<file path="src/rtl/perfect_sweep_sched.sv">
// Sweep controller for the perfect-number checker: issues N = max(lo,2)..hi one
// at a time, waits for each completion, tallies perfect results and flags timeouts.
module perfect_sweep_sched #(
    parameter int W   = 8,
    parameter int TMO = 1023
) (
    input  logic         clk,
    input  logic         clr,
    input  logic         start,
    input  logic         abort,
    input  logic [W-1:0] lo,
    input  logic [W-1:0] hi,
    output logic [W-1:0] chk_n,
    output logic         chk_go,
    input  logic         chk_done,
    input  logic         chk_perfect,
    output logic         busy,
    output logic         done,
    output logic         err,
    output logic [W-1:0] found_cnt,
    output logic [W-1:0] last_found
);

    localparam int TW = $clog2(TMO + 1);
    localparam logic [W-1:0]  TWO_W    = W'(32'd2);
    localparam logic [W-1:0]  ONE_W    = W'(32'd1);
    localparam logic [W-1:0]  MAX_W    = {W{1'b1}};
    localparam logic [TW-1:0] ONE_T    = TW'(32'd1);
    localparam logic [TW-1:0] TMO_LAST = TW'(TMO - 1);

    typedef enum logic [1:0] {
        S_IDLE  = 2'd0,
        S_ISSUE = 2'd1,
        S_WAIT  = 2'd2
    } state_t;

    state_t        state_q, state_d;
    logic [W-1:0]  cur_q, cur_d;
    logic [W-1:0]  hi_q, hi_d;
    logic [TW-1:0] timer_q, timer_d;
    logic [W-1:0]  chk_n_q, chk_n_d;
    logic          chk_go_q, chk_go_d;
    logic          busy_q, busy_d;
    logic          done_q, done_d;
    logic          err_q, err_d;
    logic [W-1:0]  found_q, found_d;
    logic [W-1:0]  last_q, last_d;
    logic [W-1:0]  lo_clamp_s;

    // Next-state and registered-output computation
    always_comb begin
        state_d  = state_q;
        cur_d    = cur_q;
        hi_d     = hi_q;
        timer_d  = timer_q;
        chk_n_d  = chk_n_q;
        chk_go_d = 1'b0;
        busy_d   = busy_q;
        done_d   = 1'b0;
        err_d    = err_q;
        found_d  = found_q;
        last_d   = last_q;
        lo_clamp_s = (lo < TWO_W) ? TWO_W : lo;

        case (state_q)
            S_IDLE: begin
                if (start && !abort) begin
                    hi_d    = hi;
                    cur_d   = lo_clamp_s;
                    found_d = '0;
                    last_d  = '0;
                    err_d   = 1'b0;
                    if (lo_clamp_s > hi) begin
                        done_d = 1'b1;
                        busy_d = 1'b0;
                    end else begin
                        state_d  = S_ISSUE;
                        chk_n_d  = lo_clamp_s;
                        chk_go_d = 1'b1;
                        busy_d   = 1'b1;
                    end
                end else begin
                    busy_d = 1'b0;
                end
            end
            S_ISSUE: begin
                if (abort) begin
                    state_d = S_IDLE;
                    busy_d  = 1'b0;
                end else begin
                    state_d = S_WAIT;
                    timer_d = '0;
                end
            end
            S_WAIT: begin
                if (abort) begin
                    state_d = S_IDLE;
                    busy_d  = 1'b0;
                end else if (chk_done) begin
                    if (chk_perfect) begin
                        found_d = (found_q == MAX_W) ? found_q : found_q + ONE_W;
                        last_d  = cur_q;
                    end else begin
                        found_d = found_q;
                    end
                    // Compare before incrementing so hi at the top of the range never wraps
                    if (cur_q == hi_q) begin
                        state_d = S_IDLE;
                        busy_d  = 1'b0;
                        done_d  = 1'b1;
                    end else begin
                        cur_d    = cur_q + ONE_W;
                        chk_n_d  = cur_q + ONE_W;
                        chk_go_d = 1'b1;
                        state_d  = S_ISSUE;
                    end
                end else if (timer_q == TMO_LAST) begin
                    state_d = S_IDLE;
                    busy_d  = 1'b0;
                    done_d  = 1'b1;
                    err_d   = 1'b1;
                end else begin
                    timer_d = timer_q + ONE_T;
                end
            end
            default: begin
                state_d = S_IDLE;
                busy_d  = 1'b0;
            end
        endcase
    end

    // State and output registers with synchronous active-low clear
    always_ff @(posedge clk) begin
        if (!clr) begin
            state_q  <= S_IDLE;
            cur_q    <= '0;
            hi_q     <= '0;
            timer_q  <= '0;
            chk_n_q  <= '0;
            chk_go_q <= 1'b0;
            busy_q   <= 1'b0;
            done_q   <= 1'b0;
            err_q    <= 1'b0;
            found_q  <= '0;
            last_q   <= '0;
        end else begin
            state_q  <= state_d;
            cur_q    <= cur_d;
            hi_q     <= hi_d;
            timer_q  <= timer_d;
            chk_n_q  <= chk_n_d;
            chk_go_q <= chk_go_d;
            busy_q   <= busy_d;
            done_q   <= done_d;
            err_q    <= err_d;
            found_q  <= found_d;
            last_q   <= last_d;
        end
    end

    assign chk_n      = chk_n_q;
    assign chk_go     = chk_go_q;
    assign busy       = busy_q;
    assign done       = done_q;
    assign err        = err_q;
    assign found_cnt  = found_q;
    assign last_found = last_q;

endmodule

</file>
<file path="config.mk">
export PLATFORM = sky130hd
export DESIGN_NAME = perfect_sweep_sched
export DESIGN_NICKNAME = d
export VERILOG_FILES = /design/src/rtl/perfect_sweep_sched.sv
export SDC_FILE = /design/constraint.sdc
export NUM_CORES = 1
export LEC_CHECK = 0
export CAP_MARGIN = 20
export CORE_UTILIZATION = 40
export CTS_CLUSTER_SIZE = 12
export DETAILED_ROUTE_END_ITERATION = 12
export DONT_BUFFER_PORTS = 1
export GPL_TIMING_DRIVEN = 0
export PLACE_DENSITY_LB_ADDON = 0.15
export SLEW_MARGIN = 20
export SYNTH_ARGS = -nofsm -noshare
export SYNTH_HDL_FRONTEND = slang
export SYNTH_SLANG_ARGS = --single-unit
</file>
<file path="constraint.sdc">
create_clock -name clk -period 5.2 [get_ports clk]
set_input_delay 1.04 -clock clk [delete_from_list [all_inputs] [get_ports clk]]
set_output_delay 1.04 -clock clk [all_outputs]
set_load 0.02 [all_outputs]
</file>
==> metrics.txt, run 1 <==
# TYPE chip_impl_metric gauge
chip_impl_info{name="run_status",value="finished, final reports clean"} 1
chip_impl_info{name="yosys-top-cells-count",value="dfxtp_1, nand2_1, nor2_1, a21oi_1, nand3_1"} 1
chip_impl_metric{name="post_route_drc",unit=""} 0
chip_impl_metric{name="stdcell_area",unit="µm²"} 3110
chip_impl_metric{name="drv.max_cap_violation_count",unit=""} 0
chip_impl_metric{name="wl",unit="µm"} 6910
chip_impl_info{name="largest_cells_by_area_after_synthesis",value="dfxtp_1, ha_1, nand2_1"} 1
chip_impl_metric{name="initial_utilization",unit="%"} 42.1
chip_impl_metric{name="antenna-diode-count",unit=""} 0
chip_impl_metric{name="synth_fp_nets",unit=""} 376
chip_impl_metric{name="power.density_cell_area",unit="nW/µm²"} 255
chip_impl_metric{name="cts.sinks",unit=""} 56
chip_impl_metric{name="maxSlewViolCount",unit=""} 0
chip_impl_metric{name="routedWlPerCell",unit="µm"} 15.5
chip_impl_metric{name="async_reset_ff_share",unit="%"} 0
chip_impl_metric{name="ir_worst_vdd",unit="mV"} 0.111
chip_impl_metric{name="core",unit="µm²"} 6910
chip_impl_metric{name="die-width",unit="µm"} 87.3
chip_impl_metric{name="synth_seq_cells",unit=""} 56
chip_impl_info{name="synth_top_flop_cell",value="dfxtp_1"} 1
chip_impl_metric{name="via_total_after_detailed_routing",unit=""} 2345
chip_impl_metric{name="via_count_of_the_first_global_routing_pass",unit=""} 2269
chip_impl_metric{name="p_int",unit="µW"} 573
chip_impl_metric{name="cts_setup_buffers",unit=""} 0
chip_impl_metric{name="cts-buffers-inserted",unit=""} 5
chip_impl_info{name="rsz0062_at_grt",value="no"} 1
chip_impl_metric{name="clock-skew-final",unit="ns"} 0.00698
chip_impl_metric{name="hold-worst-slack",unit="ns"} 0.484
chip_impl_metric{name="grt_pass1_wl",unit="µm"} 11100
chip_impl_metric{name="p_clk_share",unit="%"} 29.6
chip_impl_metric{name="total_power",unit="µW"} 794
chip_impl_metric{name="final_nets",unit=""} 383
chip_impl_metric{name="die_height",unit="µm"} 87.3
chip_impl_metric{name="yosys_warnings",unit=""} 0
chip_impl_info{name="critPathKind",value="in -> reg"} 1
chip_impl_metric{name="post-route-period-util",unit="%"} 53.6
chip_impl_metric{name="ctsLongestPathBuffers",unit=""} 2
chip_impl_metric{name="io_buffer_count",unit=""} 0
chip_impl_metric{name="p_sw",unit="µW"} 221
chip_impl_metric{name="sw_frac_of_total",unit="%"} 27.8
chip_impl_metric{name="post_place_setup_slack",unit="ns"} 2.10
chip_impl_metric{name="cp_data_required_time",unit="ns"} 5.45
chip_impl_metric{name="power.static_leakage",unit="nW"} 1.13
chip_impl_metric{name="tightest_slew",unit="ns"} 1.02
chip_impl_metric{name="synth_area",unit="µm²"} 2910
chip_impl_metric{name="finalSetupTns",unit="ns"} 0
chip_impl_metric{name="grt_max_degree",unit=""} 17
chip_impl_metric{name="post_synth_num_cell_types",unit=""} 52
chip_impl_metric{name="drt-vias-per-instance",unit=""} 5.27
chip_impl_info{name="worst_setup_end_kind",value="flop"} 1
chip_impl_metric{name="yosys.area.top_type_share",unit="%"} 38.6
chip_impl_metric{name="seq_power_share",unit="%"} 58.2
chip_impl_metric{name="timing.fmax",unit="GHz"} 0.358
chip_impl_metric{name="post_dp_cell_area",unit="µm²"} 3030
chip_impl_metric{name="combinationalPowerShare",unit="%"} 12.2
chip_impl_metric{name="number_of_synthesized_flops_with_an_enable_pin",unit=""} 0
chip_impl_metric{name="dp_hpwl",unit="µm"} 5260
chip_impl_metric{name="io_pins",unit=""} 50
chip_impl_metric{name="worst_skew_pair.late_latency",unit="ns"} 0.31
chip_impl_metric{name="cts_resized",unit=""} 0
chip_impl_metric{name="slew-limit-headroom",unit="%"} 31.5
chip_impl_metric{name="synth.yosys.seq_area_share",unit="%"} 38.6
chip_impl_info{name="path_cells",value="nor4_1, nand2_1, nand2b_1, ha_1, nor2b_1, o211ai_1, a211oi_2, o31ai_4, buf_4, o21ai_1, a21oi_1"} 1
chip_impl_metric{name="areaGrowthSynthToFinish",unit="%"} 6.93
chip_impl_info{name="crit_path_start_kind",value="input pin"} 1
chip_impl_metric{name="drt_pass1_iterations",unit=""} 4
chip_impl_info{name="clock_root_buffer_master",value="clkbuf_8"} 1
chip_impl_metric{name="drt_first_iter_violations",unit=""} 80
chip_impl_metric{name="post_synth.cell_area_avg",unit="µm²"} 8.50
chip_impl_info{name="hold_path_class",value="reg -> reg"} 1
chip_impl_metric{name="antenna_left",unit=""} 0
chip_impl_metric{name="largest_fanout_of_any_net_on_the_critical_path",unit=""} 10
chip_impl_metric{name="hold_viol_final",unit=""} 0
chip_impl_metric{name="clk_pin_slew_worst_paths",unit="ns"} 0.10
chip_impl_info{name="synth_top_area_cell",value="dfxtp_1"} 1
chip_impl_info{name="timing.critical_path.slowest_stage_cell",value="ha_1"} 1
chip_impl_metric{name="layout-drive-gt1-share",unit="%"} 8.31
chip_impl_metric{name="htree_num_levels",unit=""} 2
chip_impl_info{name="cts_tree",value="yes"} 1
chip_impl_metric{name="rows",unit=""} 30
chip_impl_metric{name="final_critical_path_setup_slack",unit="ns"} 2.41
chip_impl_metric{name="layout_min_cycle_time",unit="ns"} 2.79
chip_impl_info{name="synthMostInstantiatedCell",value="dfxtp_1"} 1
chip_impl_metric{name="die_area",unit="µm²"} 7610
chip_impl_metric{name="finalSetupViolations",unit=""} 0
chip_impl_metric{name="timing.critical_path.slowest_cell_delay",unit="ns"} 0.27
chip_impl_metric{name="routabilityCongestion",unit=""} 0.917
chip_impl_metric{name="postSynthCellCount",unit=""} 342
chip_impl_metric{name="critical_path_arrival",unit="ns"} 3.04
chip_impl_metric{name="cts_hold_buf",unit=""} 0
chip_impl_metric{name="initial_antenna_violation_count",unit=""} 0
chip_impl_metric{name="grt.total_usage",unit="%"} 19.2
chip_impl_metric{name="grt_ovf",unit=""} 0
==> cell type report <==
cell class                 instances  area [µm²]
fill                             758        3800
clock buffer                       5        68.8
tap                               96         120
buffer                            18        90.1
multi-input combinational        255        1650
inverter                          13        48.8
clock inverter                     2        12.5
sequential                        56        1120
==> power by group through the flow <==
| stage | Sequential, mW | Combinational [mW] | Clock, mW |
|---|---|---|---|
| finish | 0.462 | 0.0969 | 0.235 |
| detailed placement | 0.473 | 0.0972 | 0 |
| global placement | 0.473 | 0.0960 | 0 |
| CTS | 0.463 | 0.0977 | 0.242 |
| global route | 0.464 | 0.108 | 0.259 |
| floorplan | 0.468 | 0.0768 | 0 |
==> placed cells by master, fill, tap and decap left out, types with 3 or more instances in the layout <==
cell and n:
inv_1 13, a21boi_1 4, nand2b_1 4, xor2_1 14
and2_1 6, and3_1 10, mux2i_1 3, o21ai_1 6
nor2_1 29, a21oi_1 21, xnor2_1 14, clkbuf_1 13
nor3_1 8, clkbuf_8 5, nor2b_1 9, ha_1 12
nand2_1 38, nand4_1 12, nand3_1 17, o21ai_0 5
a21boi_0 11, dfxtp_1 56
==> path summary, 6_finish.rpt <==
path / start / endpoint / slack (ns) / cells after the start
setup / recovery: lo[4] / chk_n[4]$_SDFFE_PN0P_ / 2.41 / 11
hold / removal: hi_q[7]$_SDFFE_PN0P_ / hi_q[7]$_SDFFE_PN0P_ / 0.48 / 2
setup reg to reg: cur_q[0]$_SDFFE_PN0P_ / chk_n[4]$_SDFFE_PN0P_ / 3.33 / 7
hold reg to reg: hi_q[7]$_SDFFE_PN0P_ / hi_q[7]$_SDFFE_PN0P_ / 0.48 / 2
==> metrics by stage <==
stage / std cells / util (%)
after floorplan: 342 / -
after global placement: 438 / 43.8
after detailed placement: 438 / 43.8
after CTS: 445 / 45.0
after global routing: 445 / 45.0
final: 445 / 45.0
==> logic make-up (layout without fill, tap and decap cells) <==
family	count (synthesis)	in the layout	synth area share [%]
buf+inv	31	38	4.78
xor+xnor	28	28	8.43
compound gates	66	66	16.4
fa+ha+maj	12	12	5.16
flops	56	56	38.6
simple gates	145	145	25.3
mux	4	4	1.42
==> per-layer routing <==
layer	up-vias	track usage (%)	part of all wire, %
met4	0	6.26	1.5
met2	45	32.6	47
met1	1104	24.1	46
met5	-	0	0
met3	9	4.27	5.3
li1	1187	-	-
==> worst max-delay path: cells and delay by family <==
kind | cells | cell delay [ns]
compound gates | 5 | 0.80
simple gates | 4 | 0.67
buf+inv | 1 | 0.24
fa+ha+maj | 1 | 0.27
==> state kept, by name, summed over array words and instances (netlist names) <==
register,flops
busy,1
chk_go,1
chk_n,8
cur_q,8
done,1
err,1
found_cnt,8
hi_q,8
last_found,8
state_q,2
timer_q,10
(Power assumes the default switching activity.)
==> run 2, diff against run 1 <==
Clock period 5.2 ns to 2.27 ns, I/O delays scaled along.
==> run 2 against run 1 <==
Register-to-register slack worse by 2.9 ns. Die area unchanged. First-iteration DRC count down 15%. Critical path depth down 1. Total power up 130%. Sequential cell count unchanged. Clock skew down 0.0018 ns. Clock power up 130%. Worst setup slack worse by 2.3 ns. Largest cell class unchanged.
==> metrics.txt, run 2 (synthesis results as in run 1) <==
# TYPE chip_impl_metric gauge
chip_impl_metric{name="stdcell_area",unit="µm²"} 3120
chip_impl_metric{name="htree_num_levels",unit=""} 2
chip_impl_info{name="rsz0062_at_grt",value="no"} 1
chip_impl_metric{name="antenna_left",unit=""} 0
chip_impl_info{name="layout.cells.most_common",value="dfxtp_1"} 1
chip_impl_metric{name="die-width",unit="µm"} 87.3
chip_impl_metric{name="grt_ovf",unit=""} 0
chip_impl_metric{name="dp_hpwl",unit="µm"} 5260
chip_impl_metric{name="wl",unit="µm"} 6900
chip_impl_metric{name="die_area",unit="µm²"} 7610
chip_impl_metric{name="worst_skew_pair.late_latency",unit="ns"} 0.31
chip_impl_metric{name="post_dp_cell_area",unit="µm²"} 3030
chip_impl_metric{name="power.static_leakage",unit="nW"} 1.14
chip_impl_metric{name="clock-skew-final",unit="ns"} 0.00521
chip_impl_info{name="path_cells",value="nor4_1, nand2_1, nand2b_1, ha_1, nor2b_1, o211ai_1, a211oi_2, nor2_1, o21ai_1, o221a_2"} 1
chip_impl_metric{name="drt_first_iter_violations",unit=""} 68
chip_impl_metric{name="clk_pin_slew_worst_paths",unit="ns"} 0.10
chip_impl_metric{name="rows",unit=""} 30
chip_impl_metric{name="cts-buffers-inserted",unit=""} 5
chip_impl_metric{name="grt_max_degree",unit=""} 17
chip_impl_metric{name="hold_viol_final",unit=""} 0
chip_impl_metric{name="die_height",unit="µm"} 87.3
chip_impl_info{name="timing.critical_path.to",value="chk_n[7]$_SDFFE_PN0P_"} 1
chip_impl_metric{name="largest_register_ff_count",unit=""} 10
chip_impl_metric{name="antenna-diode-count",unit=""} 0
chip_impl_info{name="max_flop_register",value="timer_q"} 1
chip_impl_info{name="layout_common_cells",value="dfxtp_1, nand2_1, nor2_1"} 1
chip_impl_metric{name="power.density_cell_area",unit="nW/µm²"} 584
chip_impl_info{name="worst_r2r_startpoint",value="state_q[0]$_SDFFE_PN0P_"} 1
chip_impl_metric{name="grt_pass1_wl",unit="µm"} 11100
chip_impl_metric{name="reg2regPathDepth",unit=""} 6
chip_impl_metric{name="layout-drive-gt1-share",unit="%"} 8.57
chip_impl_info{name="worstSetupStartpoint",value="lo[4]"} 1
chip_impl_metric{name="grt.total_usage",unit="%"} 19.2
chip_impl_metric{name="utilization",unit="%"} 45.2
chip_impl_info{name="critPathKind",value="in -> reg"} 1
chip_impl_info{name="hold_path_class",value="in -> reg"} 1
chip_impl_metric{name="finalSetupViolations",unit=""} 0
chip_impl_info{name="r2r_end",value="cur_q[2]$_SDFFE_PN0P_"} 1
chip_impl_metric{name="largest_fanout_of_any_net_on_the_critical_path",unit=""} 4
chip_impl_metric{name="timing.critical_path.slowest_cell_delay",unit="ns"} 0.26
chip_impl_metric{name="areaGrowthSynthToFinish",unit="%"} 7.31
chip_impl_metric{name="post_route_drc",unit=""} 0
chip_impl_metric{name="layout_min_cycle_time",unit="ns"} 2.12
chip_impl_metric{name="drt-vias-per-instance",unit=""} 5.26
chip_impl_metric{name="io_pins",unit=""} 50
chip_impl_metric{name="critical_path_arrival",unit="ns"} 2.34
chip_impl_metric{name="cts.sinks",unit=""} 56
chip_impl_metric{name="nFillCells",unit=""} 759
chip_impl_metric{name="final_nets",unit=""} 384
chip_impl_metric{name="initial_utilization",unit="%"} 42.1
chip_impl_info{name="worst_setup_end_kind",value="flop"} 1
chip_impl_metric{name="tightest_slew",unit="ns"} 1.02
chip_impl_metric{name="io_buffer_count",unit=""} 0
chip_impl_metric{name="maxSlewViolCount",unit=""} 0
chip_impl_metric{name="drt_pass1_iterations",unit=""} 4
chip_impl_metric{name="initial_antenna_violation_count",unit=""} 0
chip_impl_metric{name="timing.fmax",unit="GHz"} 0.471
chip_impl_metric{name="post-route-period-util",unit="%"} 93.6
chip_impl_metric{name="regToRegSetupSlack",unit="ns"} 0.40
chip_impl_metric{name="routabilityCongestion",unit=""} 0.917
chip_impl_metric{name="ctsLongestPathBuffers",unit=""} 2
chip_impl_metric{name="ir_worst_vdd",unit="mV"} 0.253
chip_impl_info{name="timing.critical_path.slowest_stage_cell",value="nor2_1"} 1
chip_impl_metric{name="hold-worst-slack",unit="ns"} 0.274
chip_impl_info{name="cts_tree",value="yes"} 1
chip_impl_metric{name="via_count_of_the_first_global_routing_pass",unit=""} 2269
chip_impl_info{name="clock_root_buffer_master",value="clkbuf_8"} 1
chip_impl_metric{name="slew-limit-headroom",unit="%"} 31.2
chip_impl_info{name="crit_path_start_kind",value="input pin"} 1
chip_impl_metric{name="core",unit="µm²"} 6910
chip_impl_metric{name="routedWlPerCell",unit="µm"} 15.5
chip_impl_metric{name="via_total_after_detailed_routing",unit=""} 2348
chip_impl_metric{name="drv.max_cap_violation_count",unit=""} 0
chip_impl_info{name="run_status",value="finished, final reports clean"} 1
chip_impl_metric{name="cp_data_required_time",unit="ns"} 2.49
## run 2: repair_timing
action                     CTS  global route
hold endpoints to repair     0             0
setup endpoints to repair    0             9
resized for setup            0             1
hold buffers                 0             0
setup buffers                0             1
## run 2: layout make-up
| class | count | area, µm² | share of cell area [%] |
|---|---|---|---|
| buffer | 18 | 93.8 | 3.01 |
| inverter | 13 | 48.8 | 1.56 |
| sequential | 56 | 1120 | 35.9 |
| tap | 96 | 120 | 3.85 |
| timing repair buffer | 1 | 7.51 | 0.241 |
| clock buffer | 5 | 68.8 | 2.21 |
| multi-input combinational | 255 | 1650 | 52.8 |
| clock inverter | 2 | 12.5 | 0.401 |
## run 2: worst min path at each step
stage | from | endpoint | slack, ns | cells after the start
after floorplan | hi_q[5]$_SDFFE_PN0P_ | hi_q[5]$_SDFFE_PN0P_ | 0.46 | 2
after global placement | hi_q[7]$_SDFFE_PN0P_ | hi_q[7]$_SDFFE_PN0P_ | 0.47 | 2
after detailed placement | hi_q[7]$_SDFFE_PN0P_ | hi_q[7]$_SDFFE_PN0P_ | 0.47 | 2
after CTS | hi[4] | hi_q[4]$_SDFFE_PN0P_ | 0.27 | 2
after global routing | hi[6] | hi_q[6]$_SDFFE_PN0P_ | 0.29 | 2
final | hi[4] | hi_q[4]$_SDFFE_PN0P_ | 0.27 | 2
## run 2: per-stage QoR
step | power, mW | setup TNS, ns | instances | setup WS (ns)
floorplan | 1.25 | 0 | 342 | 0.0988
global placement | 1.30 | -1.67 | 438 | -0.185
detailed placement | 1.31 | -2.35 | 438 | -0.241
CTS | 1.84 | 0 | 445 | 0.0698
global route | 1.91 | 0 | 446 | 0.00675
finish | 1.82 | 0 | 446 | 0.146
## run 2: layer usage
metal,vias to the layer above,GRT usage [%],routed length [µm]
li1,1188,-,-
met1,1102,24.1,3170
met2,49,32.6,3240
met3,9,4.27,381
met4,0,6.26,101
met5,-,0,0
## run 2: critical path: cells and delay by family
family,cells,cell delay [ns]
simple gates,5,0.90
fa+ha+maj,1,0.25
compound gates,4,0.73
## run 2: report_power, final
group | switching (mW) | internal [mW] | leakage, nW
clock network | 0.330 | 0.210 | 0.0400
logic | 0.130 | 0.0934 | 0.642
registers | 0.0471 | 1.01 | 0.454
total | 0.508 | 1.32 | 1.14
==> run 3, diff against run 2 <==
Settings changed: CAP_MARGIN 20 to 10.
==> results of run 3 <==
The final DEF is identical to that of run 2; final timing and power are the same.
